==> src/rtl/imm_enc_pkg.sv <==
// Shared immediate-format types, limits and the field-scatter helper for imm_field_encoder.
// The range-check helper is only referenced when IMM_ENC_RANGE_CHECK_EN is defined.
package imm_enc_pkg;

  typedef enum logic [1:0] {
    IMM_I = 2'b00,
    IMM_S = 2'b01,
    IMM_B = 2'b10,
    IMM_J = 2'b11
  } imm_fmt_e;

  localparam logic [31:0] NOP_INSTR = 32'h00000013;

  localparam int signed IS_MIN = -2048;
  localparam int signed IS_MAX = 2047;
  localparam int signed B_MIN  = -4096;
  localparam int signed B_MAX  = 4094;
  localparam int signed J_MIN  = -1048576;
  localparam int signed J_MAX  = 1048574;

  // Overwrites only the immediate bit positions of the base word.
  function automatic logic [31:0] pack_imm(input logic [31:0] base,
                                           input imm_fmt_e    fmt,
                                           input logic [31:0] imm);
    logic [31:0] r;
    r = base;
    case (fmt)
      IMM_I: r[31:20] = imm[11:0];
      IMM_S: begin
        r[31:25] = imm[11:5];
        r[11:7]  = imm[4:0];
      end
      IMM_B: begin
        r[31]    = imm[12];
        r[7]     = imm[11];
        r[30:25] = imm[10:5];
        r[11:8]  = imm[4:1];
      end
      default: begin
        r[31]    = imm[20];
        r[19:12] = imm[19:12];
        r[20]    = imm[11];
        r[30:21] = imm[10:1];
      end
    endcase
    return r;
  endfunction

  function automatic logic imm_out_of_range(input imm_fmt_e    fmt,
                                            input logic [31:0] imm);
    logic signed [31:0] v;
    v = $signed(imm);
    case (fmt)
      IMM_I, IMM_S: return (v < IS_MIN) || (v > IS_MAX);
      IMM_B:        return (v < B_MIN) || (v > B_MAX) || imm[0];
      default:      return (v < J_MIN) || (v > J_MAX) || imm[0];
    endcase
  endfunction

endpackage

==> src/rtl/imm_enc_fifo.sv <==
// Synchronous FIFO with async active-low reset; head reads as zero while empty.
module imm_enc_fifo #(
  parameter int unsigned WIDTH = 33,
  parameter int unsigned DEPTH = 4
) (
  input  logic                       clk,
  input  logic                       rst_n,
  input  logic                       push,
  input  logic [WIDTH-1:0]           din,
  input  logic                       pop,
  output logic [WIDTH-1:0]           dout,
  output logic                       empty,
  output logic [$clog2(DEPTH):0]     count
);

  localparam int unsigned AW = $clog2(DEPTH);
  localparam int unsigned CW = AW + 1;
  localparam logic [CW-1:0] FULL_CNT = CW'(DEPTH);

  logic [WIDTH-1:0] mem [DEPTH];
  logic [AW-1:0]    wr_ptr;
  logic [AW-1:0]    rd_ptr;
  logic             full;
  logic             do_push;
  logic             do_pop;

  assign empty   = (count == '0);
  assign full    = (count == FULL_CNT);
  assign do_pop  = pop && !empty;
  // When full, a same-cycle pop frees the slot being written.
  assign do_push = push && (!full || do_pop);
  assign dout    = empty ? '0 : mem[rd_ptr];

  always_ff @(posedge clk or negedge rst_n) begin
    if (!rst_n) begin
      wr_ptr <= '0;
      rd_ptr <= '0;
      count  <= '0;
    end else begin
      if (do_push) wr_ptr <= wr_ptr + 1'b1;
      if (do_pop)  rd_ptr <= rd_ptr + 1'b1;
      case ({do_push, do_pop})
        2'b10:   count <= count + 1'b1;
        2'b01:   count <= count - 1'b1;
        default: count <= count;
      endcase
    end
  end

  always_ff @(posedge clk) begin
    if (do_push) mem[wr_ptr] <= din;
  end

endmodule

==> src/rtl/imm_field_encoder.sv <==
// Streaming RV32 immediate encoder: one register stage feeding an output FIFO.
// Define IMM_ENC_RANGE_CHECK_EN to flag unrepresentable immediates (NOP + out_err).
module imm_field_encoder
  import imm_enc_pkg::*;
#(
  parameter int unsigned FIFO_DEPTH = 4,
  parameter int unsigned CNT_W      = 16
) (
  input  logic             clk,
  input  logic             rst_n,
  input  logic             in_valid,
  output logic             in_ready,
  input  logic [1:0]       in_imm_src,
  input  logic [31:0]      in_imm,
  input  logic [31:0]      in_base,
  output logic             out_valid,
  input  logic             out_ready,
  output logic [31:0]      out_instr,
  output logic             out_err,
  output logic [CNT_W-1:0] enc_count
);

  localparam int unsigned FCW = $clog2(FIFO_DEPTH) + 1;
  localparam logic [FCW-1:0] FULL_CNT = FCW'(FIFO_DEPTH);

  logic           s1_valid;
  logic [31:0]    s1_instr;
  logic           s1_err;
  logic [31:0]    next_instr;
  logic           next_err;
  logic           pop;
  logic           push_ok;
  logic           s1_push;
  logic           fifo_empty;
  logic [FCW-1:0] fifo_count;
  logic [32:0]    fifo_dout;

  assign pop      = out_valid && out_ready;
  assign push_ok  = (fifo_count < FULL_CNT) || pop;
  assign s1_push  = s1_valid && push_ok;
  assign in_ready = !s1_valid || push_ok;

  always_comb begin
    next_instr = pack_imm(in_base, imm_fmt_e'(in_imm_src), in_imm);
    next_err   = 1'b0;
`ifdef IMM_ENC_RANGE_CHECK_EN
    next_err = imm_out_of_range(imm_fmt_e'(in_imm_src), in_imm);
    if (next_err) next_instr = NOP_INSTR;
`endif
  end

  always_ff @(posedge clk or negedge rst_n) begin
    if (!rst_n) begin
      s1_valid <= 1'b0;
      s1_instr <= '0;
      s1_err   <= 1'b0;
    end else if (in_valid && in_ready) begin
      s1_valid <= 1'b1;
      s1_instr <= next_instr;
      s1_err   <= next_err;
    end else if (s1_push) begin
      s1_valid <= 1'b0;
    end
  end

  imm_enc_fifo #(
    .WIDTH(33),
    .DEPTH(FIFO_DEPTH)
  ) u_fifo (
    .clk   (clk),
    .rst_n (rst_n),
    .push  (s1_push),
    .din   ({s1_err, s1_instr}),
    .pop   (pop),
    .dout  (fifo_dout),
    .empty (fifo_empty),
    .count (fifo_count)
  );

  assign out_valid = !fifo_empty;
  assign out_instr = fifo_dout[31:0];
  assign out_err   = fifo_dout[32];

  always_ff @(posedge clk or negedge rst_n) begin
    if (!rst_n)   enc_count <= '0;
    else if (pop) enc_count <= enc_count + 1'b1;
  end

endmodule

==> config.mk <==
export PLATFORM = sky130hd
export DESIGN_NAME = imm_field_encoder
export DESIGN_NICKNAME = d
export VERILOG_FILES = /design/src/rtl/imm_enc_pkg.sv /design/src/rtl/imm_enc_fifo.sv /design/src/rtl/imm_field_encoder.sv
export SDC_FILE = /design/constraint.sdc
export NUM_CORES = 1
export LEC_CHECK = 0
export ABC_AREA = 0
export BUFFER_PORTS_ARGS = -buffer_cell sky130_fd_sc_hd__buf_2
export CORE_MARGIN = 1.5
export CORE_UTILIZATION = 45
export CTS_CLUSTER_SIZE = 25
export DETAILED_ROUTE_END_ITERATION = 10
export HOLD_SLACK_MARGIN = 0.15
export PLACE_DENSITY = 0.64
export SYNTH_ARGS = -nofsm -noshare
export SYNTH_HDL_FRONTEND = slang
export SYNTH_SLANG_ARGS = --single-unit
==> constraint.sdc <==
create_clock -name clk -period 2.4 [get_ports clk]
set_clock_uncertainty 0.1 [all_clocks]
set_input_delay 0.12 -clock clk [delete_from_list [all_inputs] [get_ports clk]]
set_output_delay 0.12 -clock clk [all_outputs]
set_load 0.1 [all_outputs]
## After elaboration in Yosys (flattened, before gate mapping)

Memory sizes are Yosys's and may differ from the RTL's.
Index checks and enable logic that the tools add are counted.

- $add $sub $neg: 5
- Multiply operators: 0
- Div/mod/pow operators: 0
- Order comparisons: 1
- Equality and inequality tests: 5
- Shift-type cells: 0
- Mux-type cells: 10
- Bitwise gates (word level): 0
- Reductions and logical operators: 18

Operator list:

| operator | number |
|---|---|
| two-way mux 33 bit | 1 |
| case mux 5 bit (2 select lines) | 2 |
| adder 16 x 1 -> 16 bit, second input constant | 1 |
| case mux 7 bit (2 select lines) | 1 |
| two-way mux 8 bit | 1 |
| case mux 3 bit (2 select lines) | 1 |
| logical AND 1 bit | 5 |
| adder 2 x 1 -> 2 bit, second input constant | 2 |
| equality test 2 x 1 -> 1 bit, second input constant | 2 |
| equality test 2 bit, second input constant | 2 |
| two-way mux 1 bit | 4 |
| nonzero test 2 bit | 2 |
| OR reduction 2 bit | 2 |
| adder 3 x 1 -> 3 bit, second input constant | 1 |
| equality test 3 bit, second input constant | 1 |
| logical NOT 1 bit | 3 |
| logical NOT 3 bit | 1 |
| logical OR 1 bit | 3 |
| less-than comparator 3 bit, second input constant | 1 |
| OR reduction 3 bit | 1 |
| subtractor 3 x 1 -> 3 bit, second input constant | 1 |
| logical NOT 2 bit | 1 |

- Bits in registers: 56
- Bits in latches: 0
- Memory bits (writable): 128
- ROM bits: 0
- Input port bits: 70
- Memories kept: 1

Memories:

| memory | depth | bits a word | read ports | clocked after memory_dff | wr ports | line | source |
|---|---|---|---|---|---|---|---|
| u_fifo.mem | 4 | 32 | 1 | 0 | 1 | imm_enc_fifo.sv:20 | `logic [WIDTH-1:0] mem [DEPTH];` |

## Depth between registers and ports, before layout

- Word-level depth: 8
- Depth in mapped cells: 8
- Mapped depth without buffers: 7

## Hierarchy

A second synthesis with hierarchy kept.

- Cell total of the unflattened synthesis: 456
- Area total of the unflattened synthesis: 7,763.7 µm²

Modules (own cells, without submodules):

| module | instances | cells an instance | area an instance (µm²) | seq. area each (µm²) |
|---|---|---|---|---|
| imm_enc_fifo | 1 | 261 | 5,499.0 | 4,139.0 |
| imm_field_encoder | 1 | 195 | 2,264.7 | 1,226.2 |

## Least setup slack after synthesis

Ideal clock, no wire load.

- Path kind: register to output
- Start: register u_fifo.count[2]
- End: output out_instr[22]
- Data arrival time: 2.663 ns
- Data required time: 2.180 ns
- Path slack: -0.483 ns
- Cell stages (with the launch flop): 6
- Cells stage by stage: dfrtp_1 buf_2 or3_1 clkbuf_1 clkbuf_1 and2_1

- Word-level cells in the longest chain between the ends: 2

Ends and longest elaborated chain:

| element | line | source |
|---|---|---|
| start, declared | imm_enc_fifo.sv:13 | `output logic [$clog2(DEPTH):0] count` |
| start signal, assigned | imm_enc_fifo.sv:43 | `2'b10: count <= count + 1'b1;` |
| start signal, assigned | imm_enc_fifo.sv:44 | `2'b01: count <= count - 1'b1;` |
| start signal, assigned | imm_enc_fifo.sv:45 | `default: count <= count;` |
| logical NOT 3 bit | imm_enc_fifo.sv:27 | `assign empty = (count == '0);` |
| two-way mux 33 bit | imm_enc_fifo.sv:32 | `assign dout = empty ? '0 : mem[rd_ptr];` |
| end, declared | imm_field_encoder.sv:18 | `output logic [31:0] out_instr,` |

Every way passes these cells.

## Worst setup path after layout

- Start: register u_fifo.rd_ptr[0]
- End: output out_instr[12]

- Word-level cells in the longest chain between the ends: 2

Ends and longest elaborated chain:

| element | line | source |
|---|---|---|
| start, declared | imm_enc_fifo.sv:22 | `logic [AW-1:0] rd_ptr;` |
| start signal, assigned | imm_enc_fifo.sv:41 | `if (do_pop) rd_ptr <= rd_ptr + 1'b1;` |
| memory read (4 x 32 bit) | - |  |
| two-way mux 33 bit | imm_enc_fifo.sv:32 |  |

Every way passes these cells.

==> key figures <==
Status
  • Outcome: finished, final reports clean

Setup path
  • CP bufs+invs: 2
  • Arrival time worst endpoint: just over 2000 ps
  • Delay-heaviest family, CP: multiplexers
  • R2R depth: 4
  • CP most frequent cell: buf_12
  • Startpoint types: flop
  • Worst path cell trace: buf_12 > mux4_2 > and2_1 > buf_12
  • CP max stage cell: mux4_2
  • Worst-path fanout max: 32
  • Worst setup EP type: output port
  • Critical Path RT: around 2200 ps
  • Slowest stage delay, CP: approximately 570 ps
  • Cell depth of the worst setup path: 4
  • CP Class: flop to output port

Route
  • Wire per inst: 18.3 um
  • Drt drc: 0
  • 1st-iter DRT viols: between 200 and 300
  • Drt total wl: between 15 and 20 mm
  • Via count: between 4000 and 5000
  • Pre-Repair DR Iteration Count: 5
  • Vias per cell: between 5 and 6
  • Antenna viol nets, final: 0

STA
  • Relative slew slack: 0.496
  • Fmax: approximately 440 MHz
  • Minimum clock period: 2290 ps
  • Max Transition Viols Final: 0
  • Period utilization: 0.953
  • RSZ-0062 raised after global routing: no
  • Count of final setup violators: 0
  • Worst-Margin Slew: ~760 ps
  • Setup TNS: 0 ps
  • Final hold vios: 0

Floorplan
  • Chip width: 133 um
  • Die extent in y: 133 um
  • IO Count: between 100 and 150
  • Initial Utilization: 0.460
  • Row cnt: 47
  • Core Region: 16600 um^2
  • Total Die Area: about 18000 um^2

GRT
  • Global-route wire length before repair: around 25 mm
  • Largest net degree at the start of global routing: 34
  • Antenna violations before repair: 0
  • Total gr overflow: 0
  • Number of global-route vias before repair: 4599
  • Tot GR Track Use: 0.187

Synth
  • Number of synthesized flops with an enable pin: ~130
  • Ys Warns: 0
  • Syn_nets: 529
  • Async SR Flop Fraction: 0.304
  • Synth Flop Type: edfxtp_1
  • Cell area after synthesis: roughly 7600 um^2
  • Number of synthesized register bits: roughly 180
  • Synth unique cells: 50
  • Avg Inst Size Synth: about 17 um^2
  • Sequential area share after synthesis: 0.688
  • Post-Syn Instances: between 400 and 500

Layout
  • Fillers: 1260
  • Multi-input gate area: between 2000 and 2500 um^2
  • Most frequent cells in the layout: edfxtp_1, buf_2, dfrtp_1
  • # nets final: just under 700
  • Layout area overhead: 31.3%
  • Share of post-route cells with drive strength above 1: 0.338
  • Reg area: about 5200 um^2
  • Commonest non-fill, non-tap cell in the layout: edfxtp_1
  • # diodes: 0

Clocking
  • Number of post-CTS setup repair buffers: 0
  • Clock Root Buffer: clkbuf_16
  • H-tree depth: 4
  • Worst-path clk slew: ~70 ps
  • Clock sinks: 184
  • Total CTS buffers: 17
  • Clock latency on the worst-skew pair: approximately 430 ps
  • CTS tree: yes
  • Clk buf depth: 2

Hold path
  • Hold WC Path Type: primary input to asynchronous set/reset pin

Place
  • Post-DP HPWL: between 9 and 10 mm
  • GPL Wtd Cong: slightly above 0.7
  • Port Buffers: around 100

Run
  • MaxCap Viol Count: 0
state kept, by name, indices dropped and copies added, names as in the netlist:
| name | flops |
|---|---|
| u_fifo.count | 3 |
| u_fifo.mem | 128 |
| s1_instr | 32 |
| u_fifo.wr_ptr | 2 |
| u_fifo.rd_ptr | 2 |
| enc_count | 16 |
| s1_valid | 1 |
stage by stage:
stage	cells	hold WS, ps	instance area [um^2]	setup WS (ps)	utilization
2_1_floorplan	449	-276	7620	3.85	-
3_3_place_gp	759	90.6	8930	442	0.539
3_5_place_dp	759	103	8930	353	0.539
4_1_cts	842	169	10000	65.2	0.604
5_1_grt	842	223	10000	20.3	0.604
6_report	842	176	10000	113	0.604
synthesized netlist by cell type, types with 2 or more instances:
cell      number  area (um^2)
and2_1        36          225
buf_2          6         30.0
clkbuf_1       9         33.8
nor2_1         5         18.8
nand3_1        4         20.0
xnor2_1       18          158
edfxtp_1     128         3840
dfrtp_1       56         1400
nand4_2        3         37.5
mux2i_1        9         90.1
nor3_1         2         10.0
a21oi_1        8         40.0
mux4_2        32          721
ha_1           9          113
nand2_1       31          116
buf_6          7         78.8
nor2b_1        5         31.3
o21ai_0       22          110
a22oi_1        6         45.0
mux2_4        11          165
inv_1         12         45.0
nand2b_1       2         12.5
cell families after synthesis:
family	Yosys count	synth area share
fa+ha+maj	10	0.0174
xor+xnor	19	0.0218
flops	184	0.688
other cells	1	0.000492
buf+inv	35	0.0256
mux	54	0.131
simple gates	99	0.0747
compound gates	47	0.0410
layer usage:
layer | GRT usage | vias to the layer above | part of all wire
met2 | 0.313 | 119 | 0.50
met5 | 0 | - | 0
met1 | 0.240 | 2175 | 0.43
met3 | 0.0457 | 20 | 0.052
li1 | - | 1987 | -
met4 | 0.0664 | 0 | 0.016
timing repair:
| action | in CTS | in global routing |
|---|---|---|
| gates resized for setup | 0 | 1 |
| hold buffers | 51 | 0 |
| endpoints found under the hold margin | 64 | 0 |
| setup endpoints to repair | 0 | 2 |
final cells by class:
type / count / share of cell area
Inverter: 12 / 0.00450
Clock inverter: 14 / 0.0114
Timing Repair Buffer: 164 / 0.169
Clock buffer: 18 / 0.0450
Multi-Input combinational cell: 230 / 0.219
Tap cell: 220 / 0.0275
Sequential cell: 184 / 0.524
worst paths after layout:
check | startpoint | endpoint | slack, ps
min in group clk | in_imm[12] | s1_instr[31] | 180
max in group asynchronous | rst_n | u_fifo.count[2] | 1280
min | rst_n | s1_instr[27] | 180
max | u_fifo.rd_ptr[0] | out_instr[12] | 110
max reg2reg | s1_valid | u_fifo.mem[2][22] | 360
min reg2reg | enc_count[15] | enc_count[15] | 370
Power is not shown: default switching activity piles up to over one toggle a cycle in this logic, so the estimate is an artifact.
